==> config.mk <==
export PLATFORM = sky130hd
export DESIGN_NAME = popcount_pipe_flat
export DESIGN_NICKNAME = d
export VERILOG_FILES = /design/src/rtl/popcount_pkg.sv /design/src/rtl/popcount_if.sv /design/src/rtl/popcount_tree.sv /design/src/rtl/popcount_pipe.sv /design/src/flat_wrapper.sv
export SDC_FILE = /design/constraint.sdc
export NUM_CORES = 1
export LEC_CHECK = 0
export BUFFER_PORTS_ARGS = -buffer_cell sky130_fd_sc_hd__buf_2
export CAP_MARGIN = 20
export CORE_ASPECT_RATIO = 1.5
export CORE_MARGIN = 4
export CORE_UTILIZATION = 30
export CTS_CLUSTER_SIZE = 16
export DETAILED_ROUTE_END_ITERATION = 16
export PLACE_DENSITY_LB_ADDON = 0.12
export RECOVER_POWER = 100
export SETUP_SLACK_MARGIN = 0.02
export SLEW_MARGIN = 30
export SYNTH_ARGS = -nofsm -noshare
export SYNTH_HDL_FRONTEND = slang
export SYNTH_SLANG_ARGS = --single-unit
==> constraint.sdc <==
create_clock -name clk -period 10 [get_ports clk]
set_input_delay 1.5 -clock clk [delete_from_list [all_inputs] [get_ports clk]]
set_output_delay 1.5 -clock clk [all_outputs]
set_load 0.05 [all_outputs]
==> src/rtl/popcount_pkg.sv <==
// Shared types and helpers for the pipelined population counter.
package popcount_pkg;

    localparam int MAX_WIDTH = 256;

    // Per-beat control travelling alongside the partial counts.
    typedef struct packed {
        logic vld;
        logic acc;
        logic last;
    } beat_ctl_t;

    // Range of reduction levels [lo, hi) evaluated within one pipeline stage.
    typedef struct packed {
        int lo;
        int hi;
    } lvl_span_t;

    function automatic int cnt_width(int w);
        return $clog2(w + 1);
    endfunction

    function automatic lvl_span_t stage_span(int nlvl, int lat, int s);
        lvl_span_t sp;
        sp.lo = (s * nlvl) / lat;
        sp.hi = ((s + 1) * nlvl) / lat;
        return sp;
    endfunction

endpackage

==> src/rtl/popcount_if.sv <==
// Input beat and output result channels of popcount_pipe, each with valid/ready.
interface popcount_if #(
    parameter int WIDTH = 64,
    parameter int ACC_W = 16
);
    logic             in_valid;
    logic             in_ready;
    logic [WIDTH-1:0] in_data;
    logic             in_acc;
    logic             in_last;
    logic             out_valid;
    logic             out_ready;
    logic [ACC_W-1:0] out_count;
    logic             out_sat;

    modport slave (
        input  in_valid, in_data, in_acc, in_last, out_ready,
        output in_ready, out_valid, out_count, out_sat
    );

    modport master (
        output in_valid, in_data, in_acc, in_last, out_ready,
        input  in_ready, out_valid, out_count, out_sat
    );
endinterface

==> src/rtl/popcount_tree.sv <==
// Combinational slice of the count reduction: NLV levels, each level adds adjacent
// partial counts so entry i of level k holds the ones-count of bits [i*2^k, (i+1)*2^k).
module popcount_tree #(
    parameter int WIDTH = 64,
    parameter int CNT_W = 7,
    parameter int NLV   = 1
) (
    input  logic [WIDTH-1:0][CNT_W-1:0] lvl_i,
    output logic [WIDTH-1:0][CNT_W-1:0] lvl_o
);
    localparam int HALF = (WIDTH + 1) / 2;

    for (genvar l = 0; l <= NLV; l++) begin : g_lvl
        logic [WIDTH-1:0][CNT_W-1:0] v;
        if (l == 0) begin : g_in
            assign v = lvl_i;
        end else begin : g_add
            // Pad to an even number of terms so every pair is well formed.
            logic [2*HALF-1:0][CNT_W-1:0] pad;
            assign pad = (2 * HALF * CNT_W)'(g_lvl[l-1].v);
            always_comb begin
                v = '0;
                for (int i = 0; i < HALF; i++) begin
                    v[i] = pad[2*i] + pad[2*i+1];
                end
            end
        end
    end

    assign lvl_o = g_lvl[NLV].v;

endmodule

==> src/rtl/popcount_pipe.sv <==
// Pipelined ones-counter: reduction levels spread over LAT register stages, with a
// saturating burst accumulator folded into the final (output) stage.
module popcount_pipe
    import popcount_pkg::*;
#(
    parameter int WIDTH = 64,
    parameter int LAT   = 2,
    parameter int ACC_W = 16
) (
    input logic        clk,
    input logic        nReset,
    popcount_if.slave  bus
);
    localparam int CNT_W = cnt_width(WIDTH);
    localparam int NLVL  = $clog2(WIDTH);

    if (WIDTH < 1 || WIDTH > MAX_WIDTH) begin : g_bad_width
        $error("popcount_pipe: WIDTH must be 1..%0d", MAX_WIDTH);
    end
    if (LAT < 1 || LAT > 4) begin : g_bad_lat
        $error("popcount_pipe: LAT must be 1..4");
    end
    if (ACC_W < CNT_W) begin : g_bad_accw
        $error("popcount_pipe: ACC_W must be >= %0d", CNT_W);
    end

    logic                        stall;
    logic                        out_valid_q, out_valid_d;
    logic [ACC_W-1:0]            out_count_q, out_count_d;
    logic                        out_sat_q, out_sat_d;
    logic [ACC_W-1:0]            acc_q, acc_d;
    logic                        sticky_q, sticky_d;
    logic [WIDTH-1:0][CNT_W-1:0] lvl0;
    logic [WIDTH-1:0][CNT_W-1:0] lvl_out [LAT];
    beat_ctl_t                   ctl_pipe [LAT];

    assign stall        = out_valid_q && !bus.out_ready;
    assign bus.in_ready = !stall;

    always_comb begin
        lvl0 = '0;
        for (int i = 0; i < WIDTH; i++) begin
            lvl0[i] = CNT_W'(bus.in_data[i]);
        end
    end

    for (genvar s = 0; s < LAT; s++) begin : g_stage
        localparam lvl_span_t SPAN = stage_span(NLVL, LAT, s);
        logic [WIDTH-1:0][CNT_W-1:0] stg_in;

        if (s == 0) begin : g_head
            assign stg_in = lvl0;
            assign ctl_pipe[0] = '{vld: bus.in_valid && !stall,
                                   acc: bus.in_acc, last: bus.in_last};
        end else begin : g_reg
            logic [WIDTH-1:0][CNT_W-1:0] stg_q, stg_d;
            beat_ctl_t                   ctl_q, ctl_d;

            always_comb begin
                stg_d = stg_q;
                ctl_d = ctl_q;
                if (!stall) begin
                    stg_d = lvl_out[s-1];
                    ctl_d = ctl_pipe[s-1];
                end
            end

            always_ff @(posedge clk) begin
                if (!nReset) begin
                    stg_q <= '0;
                    ctl_q <= '0;
                end else begin
                    stg_q <= stg_d;
                    ctl_q <= ctl_d;
                end
            end

            assign stg_in      = stg_q;
            assign ctl_pipe[s] = ctl_q;
        end

        popcount_tree #(
            .WIDTH (WIDTH),
            .CNT_W (CNT_W),
            .NLV   (SPAN.hi - SPAN.lo)
        ) u_tree (
            .lvl_i (stg_in),
            .lvl_o (lvl_out[s])
        );
    end

    // After the last level only entry 0 carries the total; the rest are zero.
    if (WIDTH > 1) begin : g_tail
        logic tree_unused;
        assign tree_unused = ^lvl_out[LAT-1][WIDTH-1:1];
    end

    logic [CNT_W-1:0] cnt;
    logic [ACC_W:0]   sum;
    logic             clamp;
    logic [ACC_W-1:0] sat_sum;
    beat_ctl_t        fin;

    assign fin     = ctl_pipe[LAT-1];
    assign cnt     = lvl_out[LAT-1][0];
    assign sum     = {1'b0, acc_q} + (ACC_W+1)'(cnt);
    assign clamp   = sum[ACC_W];
    assign sat_sum = clamp ? '1 : sum[ACC_W-1:0];

    always_comb begin
        out_valid_d = out_valid_q;
        out_count_d = out_count_q;
        out_sat_d   = out_sat_q;
        acc_d       = acc_q;
        sticky_d    = sticky_q;
        if (!stall) begin
            out_valid_d = 1'b0;
            if (fin.vld && !fin.acc) begin
                out_valid_d = 1'b1;
                out_count_d = ACC_W'(cnt);
                out_sat_d   = 1'b0;
            end else if (fin.vld && !fin.last) begin
                // Mid-burst beat: fold into the running total, emit nothing.
                acc_d    = sat_sum;
                sticky_d = sticky_q | clamp;
            end else if (fin.vld) begin
                out_valid_d = 1'b1;
                out_count_d = sat_sum;
                out_sat_d   = sticky_q | clamp;
                acc_d       = '0;
                sticky_d    = 1'b0;
            end
        end
    end

    always_ff @(posedge clk) begin
        if (!nReset) begin
            out_valid_q <= 1'b0;
            out_count_q <= '0;
            out_sat_q   <= 1'b0;
            acc_q       <= '0;
            sticky_q    <= 1'b0;
        end else begin
            out_valid_q <= out_valid_d;
            out_count_q <= out_count_d;
            out_sat_q   <= out_sat_d;
            acc_q       <= acc_d;
            sticky_q    <= sticky_d;
        end
    end

    assign bus.out_valid = out_valid_q;
    assign bus.out_count = out_count_q;
    assign bus.out_sat   = out_sat_q;

endmodule
==> src/flat_wrapper.sv <==
// flat-port wrapper written by rule: the top's interface ports become plain ports
module popcount_pipe_flat import popcount_pkg::*;
#(
    parameter int WIDTH = 64,
    parameter int LAT   = 2,
    parameter int ACC_W = 16
)
  (clk, nReset, bus_in_valid, bus_in_data, bus_in_acc, bus_in_last, bus_out_ready, bus_in_ready, bus_out_valid, bus_out_count, bus_out_sat);
  popcount_if #(.WIDTH(WIDTH), .ACC_W(ACC_W)) bus_i ();
  input logic clk;
  input logic nReset;
  input wire logic [$bits(bus_i.in_valid)-1:0] bus_in_valid;
  input wire logic [$bits(bus_i.in_data)-1:0] bus_in_data;
  input wire logic [$bits(bus_i.in_acc)-1:0] bus_in_acc;
  input wire logic [$bits(bus_i.in_last)-1:0] bus_in_last;
  input wire logic [$bits(bus_i.out_ready)-1:0] bus_out_ready;
  output wire logic [$bits(bus_i.in_ready)-1:0] bus_in_ready;
  output wire logic [$bits(bus_i.out_valid)-1:0] bus_out_valid;
  output wire logic [$bits(bus_i.out_count)-1:0] bus_out_count;
  output wire logic [$bits(bus_i.out_sat)-1:0] bus_out_sat;
  assign bus_i.in_valid = bus_in_valid;
  assign bus_i.in_data = bus_in_data;
  assign bus_i.in_acc = bus_in_acc;
  assign bus_i.in_last = bus_in_last;
  assign bus_i.out_ready = bus_out_ready;
  assign bus_in_ready = bus_i.in_ready;
  assign bus_out_valid = bus_i.out_valid;
  assign bus_out_count = bus_i.out_count;
  assign bus_out_sat = bus_i.out_sat;
  popcount_pipe #(.WIDTH(WIDTH), .LAT(LAT), .ACC_W(ACC_W)) u_core (.clk(clk), .nReset(nReset), .bus(bus_i));
endmodule
# Word-level counts from Yosys, hierarchy flattened
# Index checks and enable logic that the tools add are counted.
dict set report totals {
  regBits 94
  latchBits 0
  ram_bits 0
  romBits 0
  in_bits 70
  output_inout_bits 19
  memories 0
}
dict set report classes {
  n_addsub 64
  multipliers 0
  div_mod_pow 0
  magnitude_cmp 0
  n_eq_ne 1
  shifts 0
  mux 14
  bitwise_logic 3
  reduce_logical 12
}
# cell count
set ops {}
lappend ops {{16-bit two-way mux} 6}
lappend ops {{1-bit by 1-bit adder with 2-bit output} 32}
lappend ops {{7-bit adder} 7}
lappend ops {{2-bit by 2-bit adder with 3-bit output} 15}
lappend ops {{3-bit by 3-bit adder with 4-bit output} 7}
lappend ops {{16-bit by 7-bit adder with 17-bit output} 1}
lappend ops {{1-bit two-way mux} 8}
lappend ops {{7-bit by 2-bit adder with 7-bit output} 1}
lappend ops {{7-bit by 3-bit adder with 7-bit output} 1}
lappend ops {{3-bit AND reduction} 2}
lappend ops {{1-bit logical AND} 4}
lappend ops {{1-bit logical NOT} 4}
lappend ops {{2-bit nonzero test} 2}
lappend ops {{2-bit by 1-bit != test with 1-bit output, second input constant} 1}
lappend ops {{1-bit NOT} 2}
lappend ops {{1-bit OR} 1}

# Logic depth before layout (Yosys ltp)
dict set report depth {
  depth_word 8
  depth_mapped 20
  mapped_depth_nobuf 18
}

# Hierarchy
# From an unflattened synthesis, not the netlist that was laid out.
dict set report hier_totals {
  cells_unflattened 5017
  hier_area_um2 41945.2
}
# mod instances cells_each area_per_inst_um2 seq_area_each_um2
set modules_own_cells {}
lappend modules_own_cells {popcount_pipe 1 2207 17304.1 9729.3}
lappend modules_own_cells {{popcount_tree (u_core.g_stage[0].u_tree)} 1 1411 12343.1 0.0}
lappend modules_own_cells {{popcount_tree (u_core.g_stage[1].u_tree)} 1 1399 12298.0 0.0}

# Worst setup path after synthesis
# OpenSTA, ideal clock, no wires.
dict set report synth_timing {
  kind {register to register}
  from {register u_core.g_stage[1].g_reg.stg_q[3] in the netlist's numbering}
  to {register u_core.acc_q[9]}
  setup_time_ns 0.141
  arrival_ns 4.877
  setup_slack_ns 4.982
  path_stages_with_launch 20
  path_buffers 2
  cell_sequence {dfxtp_1 -> inv_1 -> fa_1 -> inv_1 -> fa_1 -> fa_1 -> inv_1 -> fa_1 -> inv_1 -> fa_1 -> a21o_1 -> a21o_1 -> ha_1 -> buf_2 -> a21oi_1 -> a21boi_1 -> and2_1 -> buf_2 -> nor3b_1 -> a221oi_1}
}
dict set report synth_between {
  elab_chain_cells 6
}
# item line
set synth_lines {}
lappend synth_lines {{from (decl)} popcount_pipe.sv:56} ;# logic [WIDTH-1:0][CNT_W-1:0] stg_q, stg_d;
lappend synth_lines {{from (signal assigned)} popcount_pipe.sv:73} ;# stg_q <= stg_d;
lappend synth_lines {{7-bit adder (3 in series)} popcount_tree.sv:24} ;# v[i] = pad[2*i] + pad[2*i+1];
lappend synth_lines {{16-bit by 7-bit adder with 17-bit output} popcount_pipe.sv:106} ;# assign sum = {1'b0, acc_q} + (ACC_W+1)'(cnt);
lappend synth_lines {{16-bit two-way mux} popcount_pipe.sv:108} ;# assign sat_sum = clamp ? '1 : sum[ACC_W-1:0];
lappend synth_lines {{16-bit two-way mux} popcount_pipe.sv:122} ;# end else if (fin.vld && !fin.last) begin
lappend synth_lines {{to (signal assigned)} popcount_pipe.sv:141} ;# acc_q <= '0;
lappend synth_lines {{to (signal assigned)} popcount_pipe.sv:147} ;# acc_q <= acc_d;
lappend synth_lines {{to (decl)} popcount_pipe.sv:31} ;# logic [ACC_W-1:0] acc_q, acc_d;
# No other way between the ends.
# A chain may end at the register's enable or synchronous reset.

# Final worst setup path
# Same ends and word-level chain as after synthesis.

==> run summary <==
## Critical path
- **Critical R2R Launch** u_core.g_stage[1].g_reg.stg_q[3]
- **minimum setup slack among reg-to-reg paths** 3.76 ns
- **element type at the critical path start** register
- **Worst R2R Path Depth** 18
- **Worst Setup Path Type** reg2reg
- **Worst path slowest cell** sky130_fd_sc_hd__nor3_1
- **CP required** 10.25 ns
- **capture instance of the worst register-to-register path** u_core.acc_q[9]
- **worst path arrival time** 6.49 ns
- **slowest stage delay, CP** 1.27 ns
- **ordered cell list for the critical path** inv_1, fa_1, inv_1, fa_1, fa_1, inv_1, fa_1, inv_1, ha_1, a21o_1, a21oi_1, xnor2_1, ha_1, o211ai_1, o211a_4, nor3_1, nor3b_1, a221oi_1
- **CP Capture Type** register
- **largest fanout of any net on the critical path** 17

## Final layout
- **ant diodes** 0
- **growth of design area from synthesis to finish** 16.42%
- **share of cells above drive strength 1** 12.11%
- **Layout fillers** 1910
- **number of nets in the layout** 861
- **number of cells in the finished layout apart from fillers** 912
- **final design area excluding fillers** 6103 µm²

## Worst hold path
- **start point of the worst hold path** u_core.bus.out_sat
- **cell depth of the worst min-delay path** 2
- **hold endpoint** u_core.bus.out_sat
- **path class of the lowest-slack min-delay path** reg2reg

## CTS
- **number of gates given a new drive strength after cts** 0
- **# hold bufs at CTS** 0
- **Max Buffers Root-to-Sink** 2
- **deepest level of the CTS H-tree** 3
- **cts bufs inserted** 9
- **Root Buffer** sky130_fd_sc_hd__clkbuf_16
- **total number of clock tree sinks** 70
- **CTS tree** done
- **number of post-CTS setup repair buffers** 0
- **clock latency on the worst-skew pair** 0.34 ns
- **Clock transition at path regs** 0.06 ns

## Pwr
- **power share of the sequential group** 20.0%
- **clock network fraction of design power** 19.2%
- **Gate power share** 60.8%
- **switching power** 0.0007529 W
- **switching share of power** 44.53%
- **worst supply voltage drop on vdd** 0.0001964 V
- **internal power** 0.0009380 W
- **leakage power total** 2.912 nW
- **PwrDens** 277.0 nW/µm²

## Place
- **count of port buffers added during placement** 88
- **Placed Cells incl. Taps** 896
- **final estimated routing congestion in global placement** 0.8940
- **DP Wirelength** 10390 µm
- **Area after DPL** 5868 µm²

## STA
- **Slew Limit Fails** 18
- **achievable frequency** 0.1602 GHz
- **final hold vios** 0
- **final sum of negative setup slack** 0 ns
- **clock period minus final worst setup slack** 6.243 ns
- **RSZ-0062 raised after global routing** no
- **final setup skew** 0.01123 ns
- **part of the cycle the worst path needs** 62.43%
- **transition time of the tightest slew-check pin** 1.647 ns
- **worst slew slack as a fraction of its limit** -10.66%
- **number of failing setup endpoints in the final timing report** 0

## Global routing
- **Congestion Overflow GR** 0
- **via count of the first global-routing pass** 4493
- **largest net degree at the start of global routing** 47
- **total global-route track usage** 13.53%
- **antenna violations before repair** 0
- **global-route wire length before repair** 21270 µm

## Routing
- **residual DRC count** 0
- **Routed WL** 12750 µm
- **post-detailed-route via-to-cell ratio** 4.685
- **overall via count from detail_route** 4273
- **1st-iter DRT viols** 126
- **number of detailed-routing iterations run before antenna repair** 4
- **final routed wire length divided by cell count** 13.98 µm
- **antenna-violating nets left** 0

## Yosys
- **main area contributors after synthesis** sky130_fd_sc_hd__dfxtp_1 (27%), sky130_fd_sc_hd__fa_1 (21%), sky130_fd_sc_hd__inv_1 (9.3%), sky130_fd_sc_hd__ha_1 (9.1%), sky130_fd_sc_hd__nand2_1 (5.7%)
- **number of distinct standard cells referenced by the synthesized netlist** 54
- **EDFF count, synth** 0
- **number of instances in the synthesized netlist** 619
- **Post-Synthesis Mean Instance Area** 8.469 µm²
- **net count of the mapped netlist** 783
- **share of synthesized flip-flops with an asynchronous set or reset** 0%
- **register bit count reported by yosys** 70
- **Yosys warnings** 0
- **top cell type by total area after synthesis** sky130_fd_sc_hd__dfxtp_1
- **Most used DFF post-synth** sky130_fd_sc_hd__dfxtp_1
- **fraction of synthesized cell area taken by the top area cell type** 26.73%
- **Synth Cell Area** 5243 µm²
- **share of the yosys chip area belonging to registers** 26.73%

## Floorplan
- **core area** 16980 µm²
- **initial core utilization** 30.87%
- **die footprint** 19700 µm²
- **die height** 169.9 µm
- **width of the die** 115.9 µm
- **I/O pin count** 89
- **Core Rows** 58

## Run status
- **failing checks** max-capacitance violations, max-slew violations
- **run status** complete, but fails checks

## Run
- **number of maximum-capacitance constraint violations** 1

==> registers in the layout, indices dropped and copies added, names as in the netlist <==
register and cells:
u_core.acc_q 16, u_core.bus.out_count 16, u_core.bus.out_sat 1, u_core.bus.out_valid 1
u_core.ctl_pipe 3, u_core.g_stage.g_reg.stg_q 32, u_core.sticky_q 1
==> power groups by stage <==
| stage | registers, W | logic [W] | clock network (W) |
|---|---|---|---|
| detailed placement | 0.000346 | 0.00106 | 0 |
| finish | 0.000339 | 0.00103 | 0.000324 |
| floorplan | 0.000351 | 0.000787 | 0 |
| global placement | 0.000345 | 0.00103 | 0 |
| CTS | 0.000340 | 0.00106 | 0.000331 |
| global route | 0.000344 | 0.00118 | 0.000343 |
==> cell families (layout without fill, tap and decap cells) <==
family / after synthesis / count (layout) / share of synthesized area (%)
AND/OR/NAND/NOR: 162 / 162 / 14.11
XOR/XNOR: 15 / 15 / 2.506
AO/OA/AOI/OAI: 123 / 123 / 14.82
buffers and inverters: 154 / 237 / 11.19
multiplexers: 1 / 1 / 0.1909
flip-flops: 70 / 70 / 26.73
adder cells (fa/ha/maj): 94 / 94 / 30.45
==> placed cells by master, fill, tap and decap left out, types with 3 or more instances in the layout <==
cell type,netlist,routed
sky130_fd_sc_hd__and3_1,5,5
sky130_fd_sc_hd__a211oi_1,12,12
sky130_fd_sc_hd__o211ai_1,3,4
sky130_fd_sc_hd__nand2_1,79,79
sky130_fd_sc_hd__a311oi_1,5,5
sky130_fd_sc_hd__a31o_2,3,3
sky130_fd_sc_hd__nand4_1,4,4
sky130_fd_sc_hd__nor2_1,37,37
sky130_fd_sc_hd__clkbuf_1,12,27
sky130_fd_sc_hd__a21o_1,6,6
sky130_fd_sc_hd__ha_1,38,38
sky130_fd_sc_hd__xnor2_1,13,13
sky130_fd_sc_hd__fa_1,56,56
sky130_fd_sc_hd__buf_2,6,62
sky130_fd_sc_hd__a22o_1,3,3
sky130_fd_sc_hd__dfxtp_1,70,70
sky130_fd_sc_hd__inv_1,130,131
sky130_fd_sc_hd__and2_1,4,3
sky130_fd_sc_hd__clkbuf_16,0,9
sky130_fd_sc_hd__clkinv_2,0,3
sky130_fd_sc_hd__a31oi_1,4,4
sky130_fd_sc_hd__o21ai_0,16,19
sky130_fd_sc_hd__o31ai_1,3,3
sky130_fd_sc_hd__nand3_1,7,7
sky130_fd_sc_hd__a21oi_1,53,53
sky130_fd_sc_hd__nor3_1,8,10
==> layer usage <==
layer | track usage, % | vias up | wire [µm] | share of wire (%)
li1 | - | 2145 | - | -
met1 | 14.54 | 2042 | 4774 | 37
met2 | 26.08 | 70 | 7325 | 57
met3 | 2.419 | 16 | 481 | 3.8
met4 | 4.392 | 0 | 171 | 1.3
met5 | 0 | - | 0 | 0
==> layout make-up <==
| cell class | instances | area (µm²) | share of cell area [%] |
|---|---|---|---|
| Inverter | 131 | 491.7 | 8.057 |
| Tap cell | 210 | 262.8 | 4.305 |
| Sequential cell | 70 | 1401 | 22.96 |
| Timing Repair Buffer | 90 | 419.2 | 6.868 |
| Clock buffer | 9 | 225.2 | 3.690 |
| Clock inverter | 7 | 70.07 | 1.148 |
| Multi-Input combinational cell | 395 | 3233 | 52.97 |
==> cells in the mapped netlist (all sizes together), types with 7 or more instances <==
| library cell | number |
|---|---|
| nor2 | 38 |
| a21oi | 53 |
| buf | 10 |
| inv | 131 |
| dfxtp | 70 |
| a211oi | 12 |
| ha | 38 |
| clkbuf | 13 |
| o21ai | 19 |
| nor3 | 10 |
| fa | 56 |
| xnor2 | 13 |
| nand2 | 79 |
| nand3 | 7 |
==> through the flow <==
step	power, W	setup slack (ns)	utilization (%)	hold slack, ns
after detailed placement	0.001403	4.531	34.56	0.4323
after global routing	0.001863	3.209	35.94	0.4582
final	0.001691	3.757	35.94	0.4372
after global placement	0.001377	4.651	34.56	0.4238
after CTS	0.001736	4.517	36.30	0.4408
after floorplan	0.001138	4.982	-	0.4223
==> worst max path at each step <==
stage                                                 from                to  slack (ns)  cells past startpoint
final                     u_core.g_stage[1].g_reg.stg_q[3]   u_core.acc_q[9]        3.76                     18
after global routing      u_core.g_stage[1].g_reg.stg_q[3]  u_core.acc_q[13]        3.21                     18
after CTS                 u_core.g_stage[1].g_reg.stg_q[3]  u_core.acc_q[13]        4.52                     17
after detailed placement  u_core.g_stage[1].g_reg.stg_q[3]   u_core.acc_q[9]        4.53                     17
after global placement    u_core.g_stage[1].g_reg.stg_q[3]   u_core.acc_q[9]        4.65                     17
after floorplan           u_core.g_stage[1].g_reg.stg_q[3]   u_core.acc_q[9]        4.98                     19
==> worst max-delay path, delay by kind of cell (launching register included) <==
family | cells | cell delay, ns
adders and majority gates | 6 | 2.83
AOI/OAI and AO/OA | 5 | 1.14
DFF | 1 | 0.32
xor gates and xnor gates | 1 | 0.11
buffers and inverters | 4 | 0.23
and+or+nand+nor | 2 | 1.53
Power figures use the tool's default switching activity.
